## src/rtl/sync_fifo.sv

```systemverilog
// rtl/sync_fifo.sv - synchronous FIFO storage with pointers, occupancy count and full/empty
//
// Ports:
//   clk      system clock, all state changes on posedge
//   rst      synchronous active-high reset; clears pointers and count, not storage
//   push     write wr_data at the tail (ignored when full)
//   wr_data  word to enqueue
//   pop      advance the head (ignored when empty)
//   rd_data  word at the head; only meaningful while ~empty
//   count    occupancy, 0..DEPTH
//   full     count == DEPTH
//   empty    count == 0
module sync_fifo #(
  parameter int WIDTH = 16,
  parameter int DEPTH = 4,
  localparam int CNT_W = $clog2(DEPTH) + 1,
  localparam int AW    = $clog2(DEPTH)
) (
  input  logic             clk,
  input  logic             rst,
  input  logic             push,
  input  logic [WIDTH-1:0] wr_data,
  input  logic             pop,
  output logic [WIDTH-1:0] rd_data,
  output logic [CNT_W-1:0] count,
  output logic             full,
  output logic             empty
);

  logic [WIDTH-1:0] mem [DEPTH];
  logic [AW-1:0]    wr_ptr;
  logic [AW-1:0]    rd_ptr;
  logic [CNT_W-1:0] count_r;
  logic             do_push;
  logic             do_pop;

  assign full    = (count_r == CNT_W'(DEPTH));
  assign empty   = (count_r == '0);
  assign do_push = push & ~full;
  assign do_pop  = pop & ~empty;
  assign count   = count_r;
  assign rd_data = mem[rd_ptr];

  // Storage is deliberately left out of reset; empty slots are never
  // exposed because the wrapper zeroes the head word while empty.
  always_ff @(posedge clk) begin
    if (do_push) begin
      mem[wr_ptr] <= wr_data;
    end
  end

  // DEPTH is a power of two, so plain increment wraps the pointers.
  always_ff @(posedge clk) begin
    if (rst) begin
      wr_ptr  <= '0;
      rd_ptr  <= '0;
      count_r <= '0;
    end else begin
      if (do_push) begin
        wr_ptr <= wr_ptr + AW'(1);
      end
      if (do_pop) begin
        rd_ptr <= rd_ptr + AW'(1);
      end
      case ({do_push, do_pop})
        2'b10:   count_r <= count_r + CNT_W'(1);
        2'b01:   count_r <= count_r - CNT_W'(1);
        default: count_r <= count_r;
      endcase
    end
  end

endmodule

```

## src/rtl/in_port.sv

```systemverilog
// rtl/in_port.sv - CPU input port: producer handshake into a FIFO, CPU pops via read strobe
//
// Ports:
//   clk            system clock
//   rst            synchronous active-high reset
//   clk_en         CPU step enable; gates only the CPU-side pop
//   i_ext_valid    producer offers i_ext_data
//   i_ext_data     producer word
//   o_ext_ready    port accepts a word this cycle (~full, low during rst)
//   i_read_enable  CPU reads/pops the port
//   o_data         head word, zero while empty
//   o_empty        FIFO holds no words
//   o_full         FIFO holds DEPTH words
//   o_count        occupancy 0..DEPTH
//   o_underflow    sticky: a pop was attempted while empty
module in_port #(
  parameter int WIDTH = 16,
  parameter int DEPTH = 4,
  localparam int CNT_W = $clog2(DEPTH) + 1
) (
  input  logic             clk,
  input  logic             rst,
  input  logic             clk_en,
  input  logic             i_ext_valid,
  input  logic [WIDTH-1:0] i_ext_data,
  output logic             o_ext_ready,
  input  logic             i_read_enable,
  output logic [WIDTH-1:0] o_data,
  output logic             o_empty,
  output logic             o_full,
  output logic [CNT_W-1:0] o_count,
  output logic             o_underflow
);

  logic             push;
  logic             pop_req;
  logic             pop;
  logic [WIDTH-1:0] head;
  logic             empty;
  logic             full;
  logic             underflow_r;

  // Ready comes from the registered count only: a pop in the same cycle
  // does not free a slot for a push (no pass-through when full).
  assign o_ext_ready = ~full & ~rst;
  assign push        = i_ext_valid & o_ext_ready;

  // The producer side is free-running; only the CPU pop honours clk_en.
  assign pop_req = clk_en & i_read_enable;
  assign pop     = pop_req & ~empty;

  sync_fifo #(
    .WIDTH (WIDTH),
    .DEPTH (DEPTH)
  ) u_fifo (
    .clk     (clk),
    .rst     (rst),
    .push    (push),
    .wr_data (i_ext_data),
    .pop     (pop),
    .rd_data (head),
    .count   (o_count),
    .full    (full),
    .empty   (empty)
  );

  always_ff @(posedge clk) begin
    if (rst) begin
      underflow_r <= 1'b0;
    end else if (pop_req & empty) begin
      underflow_r <= 1'b1;
    end
  end

  assign o_data      = empty ? '0 : head;
  assign o_empty     = empty;
  assign o_full      = full;
  assign o_underflow = underflow_r;

endmodule

```

## config.mk

```make
export PLATFORM = sky130hd
export DESIGN_NAME = in_port
export DESIGN_NICKNAME = d
export VERILOG_FILES = /design/src/rtl/sync_fifo.sv /design/src/rtl/in_port.sv
export SDC_FILE = /design/constraint.sdc
export NUM_CORES = 1
export LEC_CHECK = 0
export BUFFER_PORTS_ARGS = -buffer_cell sky130_fd_sc_hd__clkbuf_2
export CORE_UTILIZATION = 50
export CTS_CLUSTER_SIZE = 25
export DETAILED_ROUTE_END_ITERATION = 6
export GPL_TIMING_DRIVEN = 0
export PLACE_DENSITY_LB_ADDON = 0.15
export SLEW_MARGIN = 30
export SYNTH_ARGS = -nofsm -noshare
export SYNTH_HDL_FRONTEND = slang
export SYNTH_SLANG_ARGS = --single-unit
```

## constraint.sdc

```tcl
create_clock -name clk -period 2 [get_ports clk]
set_input_delay 0.6 -clock clk [delete_from_list [all_inputs] [get_ports clk]]
set_output_delay 0.6 -clock clk [all_outputs]
set_load 0.03 [all_outputs]
```

==> metrics <==
clk_skew=0.003537 ns; power per cell area=958.5 nW/um^2; Final period util=116.4%; Synth area leaders=edfxtp_1 65%, mux4_2 12%, dfxtp_1 6.8%, nor2b_1 3.4%, ha_1 2.1%; Initial Util=52.59%; Post-Synth Adder-Cell Area=2.800%; syn nets=183; CTS H-tree depth=3; startpoint class of the critical path=flop; synth warn=0; Critical Path AT=1.73 ns; multiplexer share of the synthesized area=12.94%; remaining antenna violation count=0; Synth top area share=65.17%; WP data required=1.40 ns; Synth Register Bits=74; Nets=247; leading area contributor after synthesis=edfxtp_1; Synth cell types=27; Bufs on Longest Clock Path=2; FMAX=429.6 MHz; TritonCTS clock tree=built; largest family of logic cells by synthesized area=multiplexers; Post-Synth XOR/XNOR Area=0.8910%; overall power=3.659 mW; first-pass GRT wire length=8217 um; worst-margin pin slew=0.4809 ns; clock root cell=clkbuf_8; remaining global-route overflow=0; failing checks=setup timing; I/O pins=44; IO buf count=43; status=finished with violations; gpl congestion=0.8113; Cell Area, Synth=2949 sq um; clock buffer count from CTS=9; sequential share of the synthesized area=71.96%; total number of vias=1568; vias per std cell=5.279; WL/cell=17.71 um; die width=78.80 um; largest net degree at the start of global routing=17; max cap viols=0; Synth Area in Simple Gates=7.297%; antenna violations before repair=0; Max VDD drop=764.3 uV; min-delay worst type=primary input to flop; share of layout cells above drive strength 1=51.56%; die area=6209 sq um; vias in the first global route=1640; First-pass DRT Iterations=4; Slew HR=67.94%; worst skew pair latency=0.34 ns; Worst path most repeated cell=buf_8; capturing element type of the critical path=primary output; post-synthesis area per instance=18.90 sq um; CTS sink count=74; slowest stage delay, CP=0.49 ns; DRT Wirelength=5260 um; Util after Layout=68.07%; RSZ-0062 raised after global routing=yes; # rows=27; CP Max Fanout=5; Post-CTS Hold Buffers=0; Clk pin slew, worst setup/hold paths=0.07 ns; Compound-Gate Fraction of Synth Area=1.612%; DP Worst Slack=-0.2675 ns; Setup violations, final=17; Fin. Hold Viols=0; GRT Overall Usage=18.89%; final hold slack=0.4758 ns; worst-path cell chain=buf_8, buf_8, mux4_2, nor2b_1, buf_4; Gate Count Post-Synth=156; minimum clock period=2.328 ns; WS Path Type=flop to primary output; Initial DRC Count=97; post-route worst setup slack=-0.3277 ns; core box area=5608 sq um; DRC Markers=0; Area Overhead vs Synth=29.44%; Die Ht=78.80 um; LEAKAGE=1.367 nW; Ant. Diodes=0; Slew Limit Fails=0; critical path's slowest cell=mux4_2; detailed placement HPWL=3240 um
## layer usage
metal | vias to the layer above | part of all wire, % | global-route usage [%]
met3 | 11 | 4.3 | 5.517
met5 | - | 0 | 0
met1 | 798 | 42 | 22.71
met4 | 0 | 2.3 | 9.444
li1 | 721 | - | -
met2 | 38 | 52 | 31.13
## cell usage in the layout, fill, tap and decap left out, types with 2 or more instances in the layout
cell / n
nor3b_4: 2
nor2_1: 8
buf_4: 13
bufinv_16: 2
mux4_2: 16
xor2_1: 2
buf_6: 8
a21oi_1: 2
inv_2: 3
o21ai_0: 2
ha_1: 4
clkbuf_8: 9
clkbuf_2: 29
buf_8: 7
nor2b_2: 3
dfxtp_1: 6
nor2b_1: 4
or3_1: 2
and2_2: 4
dfxtp_4: 3
clkbuf_1: 4
inv_1: 5
edfxtp_1: 64
nor2b_4: 9
## path summary, 6_finish.rpt
check        slack, ns                           end                    startpoint  cells past startpoint
min               0.48   u_fifo.mem[1][11]$_DFFE_PP_                i_ext_data[11]                      1
min reg2reg       0.48      o_underflow$_SDFFE_PP0P_      o_underflow$_SDFFE_PP0P_                      2
max              -0.33                     o_data[0]                          flop                      5
max reg2reg       0.01  u_fifo.count[2]$_SDFFE_PP0P_  u_fifo.count[2]$_SDFFE_PP0P_                      9
## power breakdown
group / switching (mW) / internal, mW / total (mW) / leakage [nW]
Clock: 0.492 / 0.701 / 1.19 / 0.0993
Combinational: 0.375 / 0.313 / 0.688 / 0.602
Sequential: 0.0345 / 1.74 / 1.78 / 0.666
## state kept, by name (all words and copies together) (netlist names), named ones only
signal	cells
o_underflow	1
u_fifo.mem	64
u_fifo.count	3
u_fifo.wr_ptr	2
u_fifo.rd_ptr	2
## critical path: cells and delay by family, from the launching register on
kind                   cells  cell delay (ns)
multiplexers               1             0.49
flip-flops                 1             0.33
AND/OR/NAND/NOR            1             0.15
buffers and inverters      3             0.42
## stage by stage
| stage | instance area [sq um] | setup TNS [ns] | cells |
|---|---|---|---|
| final | 3817 | -4.932 | 297 |
| after global routing | 3817 | -6.059 | 297 |
| after CTS | 3685 | -5.485 | 293 |
| after detailed placement | 3272 | -15.72 | 271 |
| after global placement | 3272 | -10.41 | 271 |
| after floorplan | 2967 | -0.3140 | 156 |
## synthesized netlist by cell type
| master | n |
|---|---|
| nor2b_1 | 16 |
| o21ai_0 | 2 |
| a21oi_1 | 3 |
| clkbuf_1 | 1 |
| inv_1 | 8 |
| xnor2_1 | 1 |
| clkbuf_2 | 1 |
| buf_2 | 1 |
| dfxtp_1 | 10 |
| ha_1 | 5 |
| nand2b_1 | 1 |
| nor2_1 | 8 |
| xor2_1 | 2 |
| buf_4 | 1 |
| o311ai_2 | 1 |
| fa_1 | 1 |
| nor3b_4 | 1 |
| mux4_2 | 16 |
| edfxtp_1 | 64 |
| mux2_1 | 1 |
| mux2i_1 | 1 |
| and2_1 | 4 |
| nor3_2 | 1 |
| a31oi_1 | 1 |
| nor3b_2 | 1 |
| or3_1 | 2 |
| buf_6 | 2 |
## cells by family after synthesis
logic type / after synthesis
muxes: 18
buffers and inverters: 14
xor gates and xnor gates: 3
AOI/OAI and AO/OA: 7
adders and majority gates: 6
DFF: 74
and+or+nand+nor: 34
## layout make-up
type	instances	area, sq um
clock buffer	13	138.9
timing repair buffer	53	421.7
sequential	74	2135
inverter	8	30.03
buffer	6	63.81
tap	72	90.09
multi-input combinational	68	874.6
clock inverter	3	63.81
fill	398	1790
## what timing repair did
item / 4_1_cts / 5_1_grt
setup buffers: 5 / 4
cloned: 1 / 0
gates resized for setup: 43 / 42
pin swaps: 4 / 2
endpoints found under the setup margin: 82 / 36
No activity file was read; power rests on OpenSTA's default activity.
